File: src/rtl/alu_exec_unit.sv
// rtl/alu_exec_unit.sv - MIPS execute-stage ALU, ALU-control decoder, aux adder, sticky overflow.
// Define ALU_SHIFT_EN to build the barrel shifter and LUI; otherwise those codes yield zero.
module alu_exec_unit #(
    parameter int ADDER_W = 32
) (
    input  logic               clk,
    input  logic               reset,
    input  logic [3:0]         alu_op,
    input  logic [5:0]         funct,
    input  logic [31:0]        operand_a,
    input  logic [31:0]        operand_b,
    input  logic [4:0]         shamt,
    output logic [3:0]         alu_ctrl,
    output logic [31:0]        alu_result,
    output logic               zero,
    output logic               overflow,
    input  logic               ovf_clr,
    output logic               ovf_sticky,
    input  logic [ADDER_W-1:0] add_a,
    input  logic [ADDER_W-1:0] add_b,
    output logic [ADDER_W-1:0] add_sum
);

    localparam logic [3:0] CtlAnd  = 4'b0000;
    localparam logic [3:0] CtlOr   = 4'b0001;
    localparam logic [3:0] CtlAdd  = 4'b0010;
    localparam logic [3:0] CtlXor  = 4'b0011;
    localparam logic [3:0] CtlAddu = 4'b0100;
    localparam logic [3:0] CtlSubu = 4'b0101;
    localparam logic [3:0] CtlSub  = 4'b0110;
    localparam logic [3:0] CtlSlt  = 4'b0111;
    localparam logic [3:0] CtlSll  = 4'b1000;
    localparam logic [3:0] CtlSrl  = 4'b1001;
    localparam logic [3:0] CtlSra  = 4'b1010;
    localparam logic [3:0] CtlSltu = 4'b1011;
    localparam logic [3:0] CtlNor  = 4'b1100;
    localparam logic [3:0] CtlLui  = 4'b1101;
    localparam logic [3:0] CtlPass = 4'b1110;

    logic [3:0]  functCtrl;
    logic        varShift;
    logic [31:0] sumAB;
    logic [31:0] diffAB;
    logic [31:0] rawResult;
    logic        rawOvf;
    logic        shiftOvf;

    always_comb begin
        functCtrl = CtlAdd;
        unique case (funct)
            6'b100000: functCtrl = CtlAdd;
            6'b100001: functCtrl = CtlAddu;
            6'b100010: functCtrl = CtlSub;
            6'b100011: functCtrl = CtlSubu;
            6'b100100: functCtrl = CtlAnd;
            6'b100101: functCtrl = CtlOr;
            6'b100110: functCtrl = CtlXor;
            6'b100111: functCtrl = CtlNor;
            6'b101010: functCtrl = CtlSlt;
            6'b101011: functCtrl = CtlSltu;
            6'b000000, 6'b000100: functCtrl = CtlSll;
            6'b000010, 6'b000110: functCtrl = CtlSrl;
            6'b000011, 6'b000111: functCtrl = CtlSra;
            default:   functCtrl = CtlAdd;
        endcase
    end

    always_comb begin
        alu_ctrl = CtlAdd;
        unique case (alu_op)
            4'b0000: alu_ctrl = CtlAdd;
            4'b0001: alu_ctrl = CtlSub;
            4'b0010: alu_ctrl = functCtrl;
            4'b0011: alu_ctrl = CtlAnd;
            4'b0100: alu_ctrl = CtlOr;
            4'b0101: alu_ctrl = CtlSlt;
            4'b0110: alu_ctrl = CtlLui;
            4'b0111: alu_ctrl = CtlXor;
            4'b1000: alu_ctrl = CtlAddu;
            4'b1001: alu_ctrl = CtlSltu;
            default: alu_ctrl = CtlAdd;
        endcase
    end

    // Variable shifts share codes with constant shifts; only the amount source differs.
    assign varShift = (alu_op == 4'b0010) &&
                      (funct == 6'b000100 || funct == 6'b000110 || funct == 6'b000111);

    assign sumAB  = operand_a + operand_b;
    assign diffAB = operand_a - operand_b;

`ifdef ALU_SHIFT_EN
    logic [4:0]  shiftAmt;
    logic [31:0] sllRes;
    logic [31:0] srlRes;
    logic [31:0] sraRes;
    logic [31:0] luiRes;

    assign shiftAmt = varShift ? operand_a[4:0] : shamt;
    assign sllRes   = operand_b << shiftAmt;
    assign srlRes   = operand_b >> shiftAmt;
    assign sraRes   = $unsigned($signed(operand_b) >>> shiftAmt);
    assign luiRes   = {operand_b[15:0], 16'h0000};
    assign shiftOvf = 1'b0;
`else
    logic [31:0] sllRes;
    logic [31:0] srlRes;
    logic [31:0] sraRes;
    logic [31:0] luiRes;
    logic        unusedShiftInputs;

    assign sllRes   = 32'h0;
    assign srlRes   = 32'h0;
    assign sraRes   = 32'h0;
    assign luiRes   = 32'h0;
    assign shiftOvf = 1'b0;
    assign unusedShiftInputs = ^{shamt, varShift};
`endif

    always_comb begin
        rawResult = 32'h0;
        rawOvf    = 1'b0;
        unique case (alu_ctrl)
            CtlAnd:  rawResult = operand_a & operand_b;
            CtlOr:   rawResult = operand_a | operand_b;
            CtlAdd: begin
                rawResult = sumAB;
                rawOvf    = (operand_a[31] == operand_b[31]) && (sumAB[31] != operand_a[31]);
            end
            CtlXor:  rawResult = operand_a ^ operand_b;
            CtlAddu: rawResult = sumAB;
            CtlSubu: rawResult = diffAB;
            CtlSub: begin
                rawResult = diffAB;
                rawOvf    = (operand_a[31] != operand_b[31]) && (diffAB[31] != operand_a[31]);
            end
            CtlSlt:  rawResult = {31'h0, $signed(operand_a) < $signed(operand_b)};
            CtlSll:  begin rawResult = sllRes; rawOvf = shiftOvf; end
            CtlSrl:  begin rawResult = srlRes; rawOvf = shiftOvf; end
            CtlSra:  begin rawResult = sraRes; rawOvf = shiftOvf; end
            CtlSltu: rawResult = {31'h0, operand_a < operand_b};
            CtlNor:  rawResult = ~(operand_a | operand_b);
            CtlLui:  rawResult = luiRes;
            CtlPass: rawResult = operand_b;
            default: rawResult = 32'h0;
        endcase
    end

    // Reset forces the result and flags low asynchronously; decode and aux adder keep running.
    assign alu_result = reset ? 32'h0 : rawResult;
    assign zero       = !reset && (rawResult == 32'h0);
    assign overflow   = !reset && rawOvf;

    always_ff @(posedge clk or posedge reset) begin
        if (reset) begin
            ovf_sticky <= 1'b0;
        end else if (ovf_clr) begin
            ovf_sticky <= 1'b0;
        end else if (overflow) begin
            ovf_sticky <= 1'b1;
        end
    end

    assign add_sum = add_a + add_b;

endmodule

File: config.mk
export PLATFORM = sky130hd
export DESIGN_NAME = alu_exec_unit
export DESIGN_NICKNAME = d
export VERILOG_FILES = /design/src/rtl/alu_exec_unit.sv
export SDC_FILE = /design/constraint.sdc
export NUM_CORES = 1
export LEC_CHECK = 0
export ABC_CLOCK_PERIOD_IN_PS = 3700
export BUFFER_PORTS_ARGS = -buffer_cell sky130_fd_sc_hd__clkbuf_2
export CAP_MARGIN = 10
export CORE_MARGIN = 5
export CORE_UTILIZATION = 37
export CTS_CLUSTER_SIZE = 14
export DETAILED_ROUTE_END_ITERATION = 8
export GPL_TIMING_DRIVEN = 0
export PLACE_DENSITY = 0.67
export SYNTH_ARGS = -nofsm -noshare
export SYNTH_HDL_FRONTEND = slang
export SYNTH_SLANG_ARGS = --single-unit
File: constraint.sdc
create_clock -name clk -period 3.7 [get_ports clk]
set_clock_uncertainty 0.05 [all_clocks]
set_input_delay 0.37 -clock clk [delete_from_list [all_inputs] [get_ports clk]]
set_output_delay 0.37 -clock clk [all_outputs]
set_load 0.01 [all_outputs]
==> results.sh, run 1 <==
export IMPL_cp_buffers_inverters=2
export IMPL_synth_area_leaders="ha_1 20%, a21oi_1 6.2%, inv_1 5.3%, nor2_1 5.3%, o21ai_0 4.1%"
export IMPL_final_cell_mix="182 x clkbuf_2, 110 x ha_1, 107 x nor2_1, 103 x buf_4, 98 x inv_1"
export IMPL_groute_usage_overall=0.276
export IMPL_worstPathCellList="buf_12, ha_4, fa_2, a211oi_2, o211a_1, or3_4, a221oi_4, o41ai_4, o31ai_4, or4_4, a311oi_2, nor2_1, a211oi_2, o2111ai_1, nor3b_2, buf_2"
export IMPL_layout_setup_ws_ps=-780
export IMPL_wl_per_cell_um=21.7
export IMPL_synth_edf_count=0
export IMPL_rsz0062_at_grt="true"
export IMPL_cpPeakStageDelay_ps=440
export IMPL_clkPwrFrac=0
export IMPL_crit_path_max_fanout=4
export IMPL_syn_inst=1217
export IMPL_grt_first_pass_wirelength_mm=58.7
export IMPL_hold_path_depth=1
export IMPL_dp_hpwl_mm=28.5
export IMPL_yosys_warnings=0
export IMPL_multi_input_area_mm2=0.00860
export IMPL_fillerInstances=2103
export IMPL_portBuffers=210
export IMPL_gp_congestion=0.993
export IMPL_postSynthAreaPerCell_um2=6.78
export IMPL_cap_violations=0
export IMPL_drtAntennaViolNets=0
export IMPL_ir_worst_vdd_mv=0.0873
export IMPL_post_route_period_util=1.21
export IMPL_clock_latency_ps=0
export IMPL_routed_wl_mm=39.2
export IMPL_crit_type="primary input to output pin"
export IMPL_vias=11400
export IMPL_largest_register="ovf_sticky"
export IMPL_grt_start_max_net_pins=11
export IMPL_crit_path_end_kind="output pin"
export IMPL_cp_slowest_cell="or4_4"
export IMPL_p_sw_w=0.00140
export IMPL_synth_nets=1497
export IMPL_p_leak_nw=5.47
export IMPL_start_kind="primary input"
export IMPL_fmax_mhz=223
export IMPL_max_slew_margin=0.397
export IMPL_layout_commonest_cell="clkbuf_2"
export IMPL_synth_area_mm2=0.00825
export IMPL_ys_flop_type="dfrtp_1"
export IMPL_critPathMostFrequentCell="a211oi_2"
export IMPL_ys_seq_elements=1
export IMPL_worstRegToRegCells=1
export IMPL_grt_ovfl_total=0
export IMPL_regArea_um2=25.0
export IMPL_rows=54
export IMPL_grt_pass1_vias=10800
export IMPL_synthToLayoutAreaGrowth_pct=46.2
export IMPL_yosysTopAreaCell="ha_1"
export IMPL_cellPowerDensity_mw_per_mm2=203
export IMPL_p_int_w=0.00106
export IMPL_whs_ps=446
export IMPL_finalSetupTns_ps=-3700
export IMPL_drive_above_1_share=0.388
export IMPL_first_pass_iters=6
export IMPL_hold_viol=0
export IMPL_viasPerCell=6.31
export IMPL_core_area_mm2=0.0219
export IMPL_seqPwrFrac=0.005
export IMPL_slew_violations=0
export IMPL_die_x_um=159
export IMPL_synth_cell_types=102
export IMPL_async_reset_ff_frac=1.00
export IMPL_yosysSeqAreaShare=0.00303
export IMPL_cp_depth=16
export IMPL_synth_top_area_frac=0.199
export IMPL_nNetsFinal=1811
export IMPL_initial_core_util=0.377
export IMPL_die_area_mm2=0.0254
export IMPL_grt_antenna_before_repair=0
export IMPL_finalNonFillerCells=1809
export IMPL_die_h_um=159
export IMPL_cts_hold_buffers=0
export IMPL_drc_errors=0
export IMPL_switching_share=0.570
export IMPL_p_total_w=0.00245
export IMPL_reg_top3="ovf_sticky (1)"
export IMPL_first_iter_violations=1374
export IMPL_ios=217
export IMPL_outcome="complete, but fails checks"
export IMPL_dp_cells=1709
export IMPL_cpLargestDelayFamily="compound AO/OA/AOI/OAI gates"
export IMPL_fin_crit_ps=4480
export IMPL_finalSetupViolCount=14
export IMPL_violations="negative setup slack"
export IMPL_cts_clk_slew_worst_paths_ps=0
export IMPL_n_antenna_cell=0
export IMPL_critPathArrivalTime_ps=4060
export IMPL_power_frac_comb=0.995
export IMPL_largest_reg_flops=1
export IMPL_cp_data_required_time_ps=3280
export IMPL_tightest_slew_ps=904
export IMPL_hold_path_class="flip-flop to flip-flop"
[layout make-up]
type                            instances  area share
Sequential cell                         1     0.00207
Buffer                                 59      0.0383
Multi-Input combinational cell       1030       0.713
Tap cell                              280      0.0290
Inverter                              119      0.0414
Timing Repair Buffer                  320       0.176
[power groups by stage]
stage                     Clock (W)  Combinational (W)  Sequential [W]
after CTS                         0            0.00218       0.0000125
after global placement            0            0.00180       0.0000124
after global routing              0            0.00258       0.0000125
final                             0            0.00244       0.0000125
after detailed placement          0            0.00181       0.0000125
after floorplan                   0            0.00120       0.0000129
[cells by family (layout without fill, tap and decap cells)]
kind of cell / Yosys count / count (layout) / synth area share
compound gates: 456 / 456 / 0.398
xor+xnor: 32 / 32 / 0.0340
fa+ha+maj: 134 / 134 / 0.206
buf+inv: 186 / 498 / 0.0966
flops: 1 / 1 / 0.00303
mux: 6 / 6 / 0.00788
simple gates: 402 / 402 / 0.255
[stage by stage]
| stage | area, um2 | setup slack, ps | utilization |
|---|---|---|---|
| after floorplan | 8280 | -26.1 | - |
| after global placement | 9680 | -1620 | 0.442 |
| after detailed placement | 9710 | -1530 | 0.443 |
| after CTS | 11300 | -615 | 0.514 |
| after global routing | 12100 | -884 | 0.551 |
| final | 12100 | -780 | 0.551 |
[cell usage after synthesis, types with 11 or more instances]
| library cell | count |
|---|---|
| ha_1 | 131 |
| inv_1 | 117 |
| nor2_1 | 116 |
| a21oi_1 | 103 |
| nand2_1 | 75 |
| o21ai_0 | 67 |
| nand3_1 | 34 |
| buf_2 | 29 |
| nor3_1 | 27 |
| clkbuf_1 | 24 |
| xnor2_1 | 24 |
| o21bai_1 | 19 |
| o211ai_1 | 18 |
| a211oi_1 | 17 |
| and2_1 | 17 |
| nor2b_1 | 17 |
| nand2b_1 | 16 |
| a21o_1 | 15 |
| a221oi_1 | 15 |
| nand4_1 | 15 |
| o21a_1 | 15 |
| o221ai_1 | 15 |
| a221o_1 | 14 |
| nor4_1 | 14 |
| o31ai_1 | 14 |
| a22oi_1 | 13 |
| a32oi_1 | 12 |
| o22ai_1 | 12 |
| or2_2 | 12 |
| a31oi_1 | 11 |
| or3_1 | 11 |
[path summary, 6_finish.rpt]
path | startpoint | endpoint | slack, ps
worst max-delay path | operand_b[0] | zero | -780
worst min-delay path | ovf_sticky | ovf_sticky | 450
worst max register to register | ovf_sticky | ovf_sticky | 2970
worst min register to register | ovf_sticky | ovf_sticky | 450
max in group asynchronous | reset | ovf_sticky | 2350
min in group asynchronous | reset | ovf_sticky | 770
[per-layer routing]
metal  routed length, um  vias up  track usage
met5                   0        -            0
met4                2240        0        0.117
met3                4520      197       0.0572
met2               17200      755        0.440
met1               15200     5248        0.361
li1                    -     5206            -
[timing repair]
action | 4_1_cts | 5_1_grt
pin swaps | 88 | 77
buffers inserted | 73 | 36
cloned | 1 | 0
resized for setup | 223 | 163
endpoints found under the setup margin | 39 | 34
Power figures use the tool's default switching activity.
==> inputs of run 2 (changes only) <==
- BUFFER_PORTS_ARGS: -buffer_cell sky130_fd_sc_hd__clkbuf_2 -> -buffer_cell sky130_fd_sc_hd__buf_2
==> run 2 against run 1 <==
  * The flow still finishes with violations (negative setup slack)
  * Critical path depth increased by 3
  * Fmax down 0.11%
  * Utilization grew 1.3 points
  * Sequential share of layout area hardly changed
  * Flip-flop and latch count unchanged
  * Total power rose by 2.6%
  * Worst hold slack gained 19 ps
  * Critical endpoint unchanged
  * Largest power group unchanged
  * Highest routed layer unchanged
==> results.sh, run 2 (synthesis results as in run 1) <==
export IMPL_clkPwrFrac=0
export IMPL_switching_share=0.570
export IMPL_hold_viol=0
export IMPL_fin_area_mm2=0.0123
export IMPL_critPathArrivalTime_ps=4060
export IMPL_routed_wl_mm=40.0
export IMPL_portBuffers=210
export IMPL_die_x_um=159
export IMPL_p_leak_nw=5.53
export IMPL_clock_latency_ps=0
export IMPL_cpLargestDelayFamily="simple AND/OR/NAND/NOR gates"
export IMPL_cp_depth=19
export IMPL_largest_reg_flops=1
export IMPL_worstPathCellList="buf_2, buf_2, nor3_2, nand3b_1, o31a_1, buf_6, buf_4, buf_4, nand2_2, nor2_1, clkbuf_4, a221oi_2, a22oi_2, nor3_2, nand4_1, nor4_4, nand4_1, nor3b_2, buf_2"
export IMPL_cp_data_required_time_ps=3280
export IMPL_grt_first_pass_wirelength_mm=58.7
export IMPL_cp_buffers_inverters=7
export IMPL_synthToLayoutAreaGrowth_pct=49.6
export IMPL_finalSetupViolCount=16
export IMPL_core_area_mm2=0.0219
export IMPL_largest_register="ovf_sticky"
export IMPL_power_frac_comb=0.995
export IMPL_final_cell_mix="203 x buf_2, 111 x buf_4, 108 x nor2_1, 107 x ha_1, 98 x inv_1"
export IMPL_grt_ovfl_total=0
export IMPL_dp_hpwl_mm=28.3
export IMPL_crit_path_max_fanout=10
export IMPL_ir_worst_vdd_mv=0.0981
export IMPL_layout_commonest_cell="buf_2"
export IMPL_hold_path_class="flip-flop to flip-flop"
export IMPL_crit_path_end_kind="output pin"
export IMPL_vias=11700
export IMPL_fmax_mhz=223
export IMPL_p_int_w=0.00108
export IMPL_drc_errors=0
export IMPL_cellPowerDensity_mw_per_mm2=204
export IMPL_viasPerCell=6.42
export IMPL_tightest_slew_ps=839
export IMPL_nNetsFinal=1823
export IMPL_crit_type="primary input to output pin"
export IMPL_rsz0062_at_grt="true"
export IMPL_die_h_um=159
export IMPL_die_area_mm2=0.0254
export IMPL_ios=217
export IMPL_reg_top3="ovf_sticky (1)"
export IMPL_worstRegToRegCells=1
export IMPL_gp_congestion=1.00
export IMPL_p_total_w=0.00252
export IMPL_placed_area_mm2=0.00971
export IMPL_min_to="ovf_sticky"
export IMPL_grt_pass1_vias=10900
export IMPL_grt_antenna_before_repair=1
export IMPL_fin_crit_ps=4480
export IMPL_grt_start_max_net_pins=11
export IMPL_hold_path_depth=1
export IMPL_drtAntennaViolNets=0
export IMPL_seqPwrFrac=0.005
export IMPL_cpPeakStageDelay_ps=340
export IMPL_post_route_period_util=1.21
export IMPL_r2r_end="ovf_sticky"
export IMPL_drive_above_1_share=0.397
export IMPL_reg2reg_slack_ps=2950
export IMPL_first_pass_iters=8
export IMPL_start_kind="primary input"
export IMPL_cts_clk_slew_worst_paths_ps=0
export IMPL_initial_core_util=0.377
export IMPL_critPathMostFrequentCell="buf_2"
export IMPL_rr_startpoint="ovf_sticky"
export IMPL_rows=54
export IMPL_wl_per_cell_um=22.0
export IMPL_first_iter_violations=1562
export IMPL_cp_slowest_cell="a221oi_2"
export IMPL_max_slew_margin=0.441
export IMPL_p_sw_w=0.00144
export IMPL_layout_setup_ws_ps=-785
export IMPL_outcome="complete, but fails checks"
export IMPL_violations="negative setup slack"
export IMPL_hold_start="ovf_sticky"
export IMPL_groute_usage_overall=0.277
export IMPL_slew_violations=0
export IMPL_fillerInstances=2047
export IMPL_cap_violations=0
## run 2: cell count changes in the layout (fill, tap and decap cells not counted), moves of 4 or more
cell / change
a21oi_2: -4
clkbuf_2: -177
ha_4: +4
buf_4: +8
buf_2: +175
buf_6: +7
## run 2: per-stage QoR
step                hold slack [ps]  setup slack (ps)  std cells   util  setup TNS, ps
floorplan                       244             -26.1       1217      -          -26.1
global placement                434             -1570       1707  0.442         -21560
detailed placement              472             -1530       1709  0.443         -21070
CTS                             472              -605       1780  0.515          -2470
global route                    493              -924       1822  0.564          -6070
finish                          465              -785       1822  0.564          -3780
## run 2: power groups by stage
stage	registers, W	clock network (W)	logic [W]
global placement	0.0000124	0	0.00179
detailed placement	0.0000126	0	0.00180
CTS	0.0000126	0	0.00216
global route	0.0000127	0.0000000000361	0.00264
finish	0.0000125	0.0000000000361	0.00250
floorplan	0.0000129	0	0.00120
## run 2: how the worst max path moves through the flow
stage	slack (ps)	end	from
finish	-780	zero	alu_op[3]
global route	-920	zero	alu_op[3]
CTS	-600	zero	operand_b[0]
detailed placement	-1530	zero	operand_b[8]
global placement	-1570	zero	operand_b[8]
floorplan	-30	zero	operand_a[0]
## run 2: routing by layer
metal  wire, um  global-route usage  up-vias
met4       2540               0.120        0
met3       4890              0.0580      241
met2      17700               0.445      875
met1      14900               0.357     5353
li1           -                   -     5234
met5          0                   0        -
## run 2: what timing repair did
item,in CTS,in global routing
hold buffers,0,0
cloned,1,0
setup buffers,75,44
resized for setup,230,168
pin swaps,95,96
endpoints found under the setup margin,38,26
## run 2: area by class of cell
cell class / count / area (um2) / area share
multi-input cells: 1030 / 8770 / 0.711
repair buffers: 332 / 2200 / 0.178
inverters: 119 / 499 / 0.0404
plain buffers: 59 / 498 / 0.0403
well taps: 280 / 350 / 0.0284
flip-flops and latches: 1 / 25.0 / 0.00203
diodes: 1 / 2.50 / 0.000203
==> inputs of run 3 (changes only) <==
- CORE_ASPECT_RATIO: not set -> 1.1
- CORE_UTILIZATION: 37 -> 51
- PLACE_DENSITY: 0.67 -> 0.86
==> run 3 against run 2 <==
  * The run still ends with negative setup slack left
  * Worst hold slack better by 7.2 ps
  * Fmax is 1.6% higher
  * Combinational power is 3% lower
  * Cell count is 5.1% lower
  * Via count is 3.3% higher
  * Flip-flop and latch count stayed put
  * Utilization is 18 points higher
==> results.sh, run 3 (synthesis results as in run 1) <==
export IMPL_outcome="complete, but fails checks"
export IMPL_violations="negative setup slack"
export IMPL_wl_per_cell_um=22.9
export IMPL_portBuffers=210
export IMPL_grt_antenna_before_repair=0
export IMPL_first_pass_iters=7
export IMPL_die_x_um=131
export IMPL_nNetsFinal=1811
export IMPL_reg_top3="ovf_sticky (1)"
export IMPL_routed_wl_mm=39.7
export IMPL_finalNonFillerCells=1729
export IMPL_max_slew_margin=0.469
export IMPL_ir_worst_vdd_mv=0.130
export IMPL_clock_latency_ps=0
export IMPL_crit_path_end_kind="output pin"
export IMPL_grt_pass1_vias=11000
export IMPL_layout_setup_ws_ps=-714
export IMPL_dp_hpwl_mm=27.1
export IMPL_drtAntennaViolNets=0
export IMPL_initial_core_util=0.522
export IMPL_gp_congestion=1.04
export IMPL_hold_path_class="flip-flop to flip-flop"
export IMPL_cts_clk_slew_worst_paths_ps=0
export IMPL_cp_data_required_time_ps=3280
export IMPL_n_antenna_cell=0
export IMPL_core_area_mm2=0.0158
export IMPL_largest_register="ovf_sticky"
export IMPL_grt_ovfl_total=0
export IMPL_hold_viol=0
export IMPL_cts_hold_buffers=0
export IMPL_rows=48
export IMPL_fin_crit_ps=4410
export IMPL_post_route_period_util=1.19
export IMPL_finalSetupTns_ps=-4630
export IMPL_layout_commonest_cell="buf_2"
export IMPL_crit_type="primary input to output pin"
export IMPL_crit_path_max_fanout=5
export IMPL_grt_start_max_net_pins=11
export IMPL_cellPowerDensity_mw_per_mm2=207
export IMPL_critPathArrivalTime_ps=3990
export IMPL_dp_cells=1629
export IMPL_groute_usage_overall=0.357
export IMPL_rsz0062_at_grt="true"
export IMPL_drive_above_1_share=0.366
export IMPL_p_leak_nw=5.42
export IMPL_die_area_mm2=0.0188
export IMPL_first_iter_violations=1828
export IMPL_slew_violations=0
export IMPL_cap_violations=0
export IMPL_finalSetupViolCount=19
export IMPL_tightest_slew_ps=796
export IMPL_largest_reg_flops=1
export IMPL_final_cell_mix="209 x buf_2, 119 x ha_1, 112 x nor2_1, 108 x inv_1, 101 x buf_4"
export IMPL_fmax_mhz=227
export IMPL_vias=12100
export IMPL_die_h_um=143
export IMPL_drc_errors=0
export IMPL_whs_ps=472
export IMPL_viasPerCell=6.99
export IMPL_synthToLayoutAreaGrowth_pct=42.3
export IMPL_grt_first_pass_wirelength_mm=56.2
export IMPL_start_kind="primary input"
export IMPL_ios=217
[run 3: metrics by stage]
step	util	power (W)	worst slack, ps	cell area (um2)
floorplan	-	0.00121	-26.1	8280
global placement	0.607	0.00178	-1310	9580
detailed placement	0.609	0.00180	-1280	9610
CTS	0.684	0.00208	-567	10800
global route	0.744	0.00255	-803	11700
finish	0.744	0.00244	-714	11700
[run 3: layout make-up]
class                      instances  area (um2)
sequential                         1        25.0
timing repair buffer             317        2010
buffer                            62         503
tap                              200         250
inverter                         119         467
fill                            1193        4050
multi-input combinational       1030        8490
[run 3: worst paths after layout]
check                      depth (start not counted)  slack, ps          to    startpoint
min                                                1        470  ovf_sticky    ovf_sticky
min reg2reg                                        1        470  ovf_sticky    ovf_sticky
max                                               17       -710        zero  operand_a[1]
min in group asynchronous                          3        730  ovf_sticky         reset
max reg2reg                                        1       2950  ovf_sticky    ovf_sticky
max in group asynchronous                          3       2420  ovf_sticky         reset
[run 3: repair_timing]
action,in CTS,in global routing
endpoints found under the setup margin,38,30
buffers inserted,53,48
resized for setup,189,133
pin swaps,81,75
cloned,4,1
[run 3: power breakdown]
group	internal, W	switching, W	leakage [nW]	total (W)
registers	0.0000120	0.000000523	0.0137	0.0000125
clock network	0	0	0	0
logic	0.00101	0.00142	5.41	0.00242
total	0.00102	0.00142	5.42	0.00244
[run 3: critical path, cell delays in order]
cell	delay (ps)
buf_2	170
inv_1	100
ha_4	270
a211oi_1	360
o21ai_1	230
nand4_1	210
buf_4	150
o22ai_4	70
o31ai_2	310
a21oi_1	140
or4_1	500
o21ai_2	120
nand2_1	130
nor4_4	340
nand4_1	190
nor3b_2	190
buf_2	150
[run 3: per-layer routing]
metal,vias up,wire length [um],GRT usage
met5,-,0,0
met4,0,3760,0.217
met3,388,5440,0.0683
met2,1112,16900,0.594
met1,5386,13500,0.429
li1,5198,-,-
